## src/rtl/cpu_axi_pkg.sv

```systemverilog
// Shared AXI constants, bridge FSM state type and write-size helper for the
// uncached data-path AXI bridge.
package cpu_axi_pkg;

  localparam logic [1:0] BURST_INCR = 2'b01;
  localparam logic [1:0] RESP_OKAY  = 2'b00;
  localparam logic [2:0] SIZE_1B    = 3'd0;
  localparam logic [2:0] SIZE_2B    = 3'd1;
  localparam logic [2:0] SIZE_4B    = 3'd2;

  typedef enum logic [2:0] {
    ST_IDLE,
    ST_AR,
    ST_R,
    ST_AW_W,
    ST_B,
    ST_DONE
  } bridge_state_e;

  // Single-lane strobes are byte stores, aligned half-word pairs are halves,
  // everything else is issued as a full word.
  function automatic logic [2:0] wen_to_size(input logic [3:0] wen);
    logic [2:0] size;
    case (wen)
      4'b0001, 4'b0010, 4'b0100, 4'b1000: size = SIZE_1B;
      4'b0011, 4'b1100:                   size = SIZE_2B;
      default:                            size = SIZE_4B;
    endcase
    return size;
  endfunction

endpackage

```

## src/rtl/data_sram_axi_bridge.sv

```systemverilog
// Turns each data_sram request from the MEM stage into one single-beat AXI4
// read or write, stalling the pipeline until the response returns.
module data_sram_axi_bridge
  import cpu_axi_pkg::*;
#(
  parameter int              ID_W   = 4,
  parameter logic [ID_W-1:0] AXI_ID = 4'd1
) (
  input  logic            clk,
  input  logic            resetn,
  input  logic            data_sram_en,
  input  logic [1:0]      data_sram_rlen,
  input  logic [3:0]      data_sram_wen,
  input  logic [31:0]     data_sram_addr,
  input  logic [31:0]     data_sram_wdata,
  output logic [31:0]     data_sram_rdata,
  output logic            data_sram_stall,
  output logic            data_bus_err,
  output logic [ID_W-1:0] arid,
  output logic [31:0]     araddr,
  output logic [7:0]      arlen,
  output logic [2:0]      arsize,
  output logic [1:0]      arburst,
  output logic            arvalid,
  input  logic            arready,
  input  logic [ID_W-1:0] rid,
  input  logic [31:0]     rdata,
  input  logic [1:0]      rresp,
  input  logic            rlast,
  input  logic            rvalid,
  output logic            rready,
  output logic [ID_W-1:0] awid,
  output logic [31:0]     awaddr,
  output logic [7:0]      awlen,
  output logic [2:0]      awsize,
  output logic [1:0]      awburst,
  output logic            awvalid,
  input  logic            awready,
  output logic [ID_W-1:0] wid,
  output logic [31:0]     wdata,
  output logic [3:0]      wstrb,
  output logic            wlast,
  output logic            wvalid,
  input  logic            wready,
  input  logic [ID_W-1:0] bid,
  input  logic [1:0]      bresp,
  input  logic            bvalid,
  output logic            bready
);

  bridge_state_e r_state;

  logic [31:0] r_addr;
  logic [3:0]  r_wen;
  logic [31:0] r_wdata;
  logic [2:0]  r_size;
  logic        r_arvalid;
  logic        r_rready;
  logic        r_awvalid;
  logic        r_wvalid;
  logic        r_bready;
  logic        r_aw_done;
  logic        r_w_done;
  logic [31:0] r_rdata;
  logic        r_bus_err;

  logic        w_aw_fin;
  logic        w_w_fin;
  logic        w_stall;
  logic        w_unused_resp;

  // A handshake in the current cycle counts as completed for the AW_W exit test.
  assign w_aw_fin = r_aw_done | (r_awvalid & awready);
  assign w_w_fin  = r_w_done  | (r_wvalid  & wready);

  always_comb begin
    w_stall = 1'b0;
    case (r_state)
      ST_IDLE:                    w_stall = data_sram_en;
      ST_AR, ST_R, ST_AW_W, ST_B: w_stall = 1'b1;
      default:                    w_stall = 1'b0;
    endcase
  end

  always_ff @(posedge clk or negedge resetn) begin
    if (!resetn) begin
      r_state   <= ST_IDLE;
      r_addr    <= '0;
      r_wen     <= '0;
      r_wdata   <= '0;
      r_size    <= '0;
      r_arvalid <= 1'b0;
      r_rready  <= 1'b0;
      r_awvalid <= 1'b0;
      r_wvalid  <= 1'b0;
      r_bready  <= 1'b0;
      r_aw_done <= 1'b0;
      r_w_done  <= 1'b0;
      r_rdata   <= '0;
      r_bus_err <= 1'b0;
    end else begin
      r_bus_err <= 1'b0;
      case (r_state)
        ST_IDLE: begin
          if (data_sram_en) begin
            r_addr  <= data_sram_addr;
            r_wen   <= data_sram_wen;
            r_wdata <= data_sram_wdata;
            if (data_sram_wen != '0) begin
              r_size    <= wen_to_size(data_sram_wen);
              r_awvalid <= 1'b1;
              r_wvalid  <= 1'b1;
              r_aw_done <= 1'b0;
              r_w_done  <= 1'b0;
              r_state   <= ST_AW_W;
            end else begin
              r_size    <= {1'b0, data_sram_rlen};
              r_arvalid <= 1'b1;
              r_state   <= ST_AR;
            end
          end
        end
        ST_AR: begin
          if (arready) begin
            r_arvalid <= 1'b0;
            r_rready  <= 1'b1;
            r_state   <= ST_R;
          end
        end
        ST_R: begin
          if (rvalid) begin
            r_rready  <= 1'b0;
            r_rdata   <= rdata;
            r_bus_err <= (rresp != RESP_OKAY);
            r_state   <= ST_DONE;
          end
        end
        ST_AW_W: begin
          r_awvalid <= ~w_aw_fin;
          r_wvalid  <= ~w_w_fin;
          r_aw_done <= w_aw_fin;
          r_w_done  <= w_w_fin;
          if (w_aw_fin && w_w_fin) begin
            r_bready <= 1'b1;
            r_state  <= ST_B;
          end
        end
        ST_B: begin
          if (bvalid) begin
            r_bready  <= 1'b0;
            r_bus_err <= (bresp != RESP_OKAY);
            r_state   <= ST_DONE;
          end
        end
        ST_DONE: r_state <= ST_IDLE;
        default: r_state <= ST_IDLE;
      endcase
    end
  end

  // Response IDs and RLAST carry no information with a single outstanding beat.
  assign w_unused_resp = ^{rid, rlast, bid};

  assign data_sram_rdata = r_rdata;
  assign data_sram_stall = w_stall;
  assign data_bus_err    = r_bus_err;

  assign arid    = AXI_ID;
  assign araddr  = r_addr;
  assign arlen   = '0;
  assign arsize  = r_size;
  assign arburst = BURST_INCR;
  assign arvalid = r_arvalid;
  assign rready  = r_rready;

  assign awid    = AXI_ID;
  assign awaddr  = r_addr;
  assign awlen   = '0;
  assign awsize  = r_size;
  assign awburst = BURST_INCR;
  assign awvalid = r_awvalid;

  assign wid     = AXI_ID;
  assign wdata   = r_wdata;
  assign wstrb   = r_wen;
  assign wlast   = 1'b1;
  assign wvalid  = r_wvalid;
  assign bready  = r_bready;

endmodule
```

## config.mk

```make
export PLATFORM = sky130hd
export DESIGN_NAME = data_sram_axi_bridge
export DESIGN_NICKNAME = d
export VERILOG_FILES = /design/src/rtl/cpu_axi_pkg.sv /design/src/rtl/data_sram_axi_bridge.sv
export SDC_FILE = /design/constraint.sdc
export NUM_CORES = 1
export LEC_CHECK = 0
export BUFFER_PORTS_ARGS = -buffer_cell sky130_fd_sc_hd__buf_2
export CAP_MARGIN = 20
export CORE_ASPECT_RATIO = 1.2
export CORE_MARGIN = 2
export CORE_UTILIZATION = 30
export DETAILED_ROUTE_END_ITERATION = 10
export GPL_TIMING_DRIVEN = 0
export PLACE_DENSITY = 0.69
export SLEW_MARGIN = 0
export SYNTH_ARGS = -nofsm -noshare
export SYNTH_HDL_FRONTEND = slang
export SYNTH_SLANG_ARGS = --single-unit
```

## constraint.sdc

```tcl
create_clock -name clk -period 1.75 [get_ports clk]
set_clock_uncertainty 0.1 [all_clocks]
set_input_delay 0.0875 -clock clk [delete_from_list [all_inputs] [get_ports clk]]
set_output_delay 0.0875 -clock clk [all_outputs]
set_load 0.005 [all_outputs]
```

==> run metrics <==
Crit Path Max Fanout 10; Synth top cells by count dfrtp_1, buf_4, mux2_2; max-cap check violation count 0; Power, Total 14.33 mW; Worst VDD drop 977.6 uV; initial antenna violation count 0; Tmin final 1692 ps; critical setup path kind reg -> reg; pin count of the biggest net entering global routing 61; Ports 301; most frequent CP cell buf_12; family with the most delay on the worst path buffers and inverters; Die H 144.5 microns; final setup TNS 0 ps; WP data required 1930 ps; total die area 17,490 sq um; Die X 121.1 microns; fillers 1,325; worst path buffer plus inverter count 3; DRT met1 WL 5.610 mm; row count 51; Synth area leaders dfrtp_1, mux2_2, buf_4; f_max 590.9 MHz; drt first pass iters 6; maximum root-to-sink buffer count 2; pwr dens 1633 nW/um^2; RSZ-0062 raised after global routing true; # diodes 0; sequential element share of the synthesized area 0.5732; area of the multi-input gates 1669 sq um; Netlist cell types 30; wire per inst 14.75 microns; Avg Inst Size Synth 13.86 sq um; drt first-iter violations 122; DR WL met3 1.281 mm; CP Capture Type flip-flop; GRT overflow 0; IO Port Bufs 256; gate count after technology mapping 356; Worst setup SP type flip-flop; placed insts 858; vias in the first global route 4,351; HPWL Detailed 9.409 mm; Main synth FF type dfrtp_1; DRC Markers 0; Final Max Slew Viols 0; post-route ant nets 0; post-layout instance area 8775 sq um; root buf cell clkbuf_16; gpl congestion 0.7607; layout cells sized above 1 0.5690; Mapped Area 4933 sq um; area of placed instances 6638 sq um; H-Tree Depth 4; Final Hold Fails 0; hold slack 109.2 ps; clk sinks 113; post-synth top area share 0.5732; Critical Path AT 1880 ps; max layer used met4; layout overhead on the synthesized area 77.86%; YS warnings 0; Slew headroom 0.6456; core area 16,140 sq um; Register Area 2830 sq um; crit path cell chain nor4b_4 > buf_4 > buf_12 > buf_12 > mux2_1; synthesized flop and latch total 113; Num CTS Buffers 17; via count 4,288; Pleak 4.401 nW; count leader, synth dfrtp_1; Nets 922; Final Cycle Share 0.9671; Post-synth EDFFs 0; vias per cell 4.188; clock transition at the registers of the reported paths 50 ps; crit-path max cell delay 400 ps; Slowest cell on crit path dfrtp_1; Post-Place Worst Slack -154.7 ps; final worst setup slack 57.61 ps; final wirelength 15.11 mm; non-filler cells, final 1,024; clk_lat worst skew 400 ps; metal2 WL 7.841 mm; final core occ 0.5435; first-pass GRT wire length 21.99 mm; status finished clean; ys async rst share 1.000; Min-Delay Path Class in -> async; Least-Margin Pin Slew 531.5 ps; final setup fails 0; cell taking the most area after synthesis dfrtp_1; CTS tree done; Initial Util 0.3056; gr usage total 0.1651
## worst paths after layout
kind / startpoint / endpoint / slack (ps) / cells past startpoint
min: resetn / data_sram_rdata[18] / 110 / 2
max in group asynchronous: resetn / araddr[15] / 770 / 3
max reg2reg: r_state[0] / wdata[17] / 60 / 5
min reg2reg: bready / bready / 370 / 1
max: r_state[0] / wdata[17] / 60 / 5
min in group clk: data_sram_wen[1] / r_aw_done / 130 / 5
## cell type report
cell class                      count  share of cell area
Multi-Input combinational cell    192              0.1902
Sequential cell                   113              0.3225
Clock buffer                       22             0.05404
Tap cell                          212             0.03023
Buffer                             81             0.07900
Timing Repair Buffer              393              0.3057
Inverter                            1           0.0004278
Clock inverter                     10             0.01782
## per-layer routing
layer	global-route usage	vias to the layer above
li1	-	2006
met1	0.1738	2036
met2	0.3004	219
met3	0.05678	27
met4	0.06610	0
met5	0	-
## what timing repair did
action | 4_1_cts | 5_1_grt
hold buffers | 121 | 0
endpoints found under the hold margin | 173 | 0
resized for setup | 21 | 26
pin swaps | 2 | 2
cloned | 4 | 0
setup endpoints to repair | 94 | 61
setup buffers | 10 | 1
## power by group
| group | internal, mW | switching (mW) | total [mW] |
|---|---|---|---|
| sequential | 3.95 | 0.809 | 4.76 |
| combinational | 3.64 | 2.26 | 5.90 |
| clock | 2.49 | 1.18 | 3.67 |
| total | 10.1 | 4.25 | 14.3 |
## state kept, by name (all words and copies together) (netlist names)
signal           flops
araddr              32
arsize               2
arvalid              1
awvalid              1
bready               1
data_bus_err         1
data_sram_rdata     32
r_aw_done            1
r_state              3
r_w_done             1
rready               1
wdata               32
wstrb                4
wvalid               1
## logic make-up (layout without fill, tap and decap cells)
family                 count (synthesis)  in the layout  synth area share
AOI/OAI and AO/OA                     22             22           0.02815
buffers and inverters                 84            507            0.1291
DFF                                  113            113            0.5732
muxes                                101            101            0.2303
other                                  2             35          0.001522
and+or+nand+nor                       34             34           0.03779
## cell usage in the layout (no fill, tap or decap), types with 10 or more instances in the layout
master and n:
conb_1 35, mux2_1 31, buf_4 81, mux2_4 14, dlygate4sd3_1 120, dfrtp_1 111
buf_2 256, mux2_2 55, clkbuf_16 17, nor2_1 10
Power figures use the tool's default switching activity.
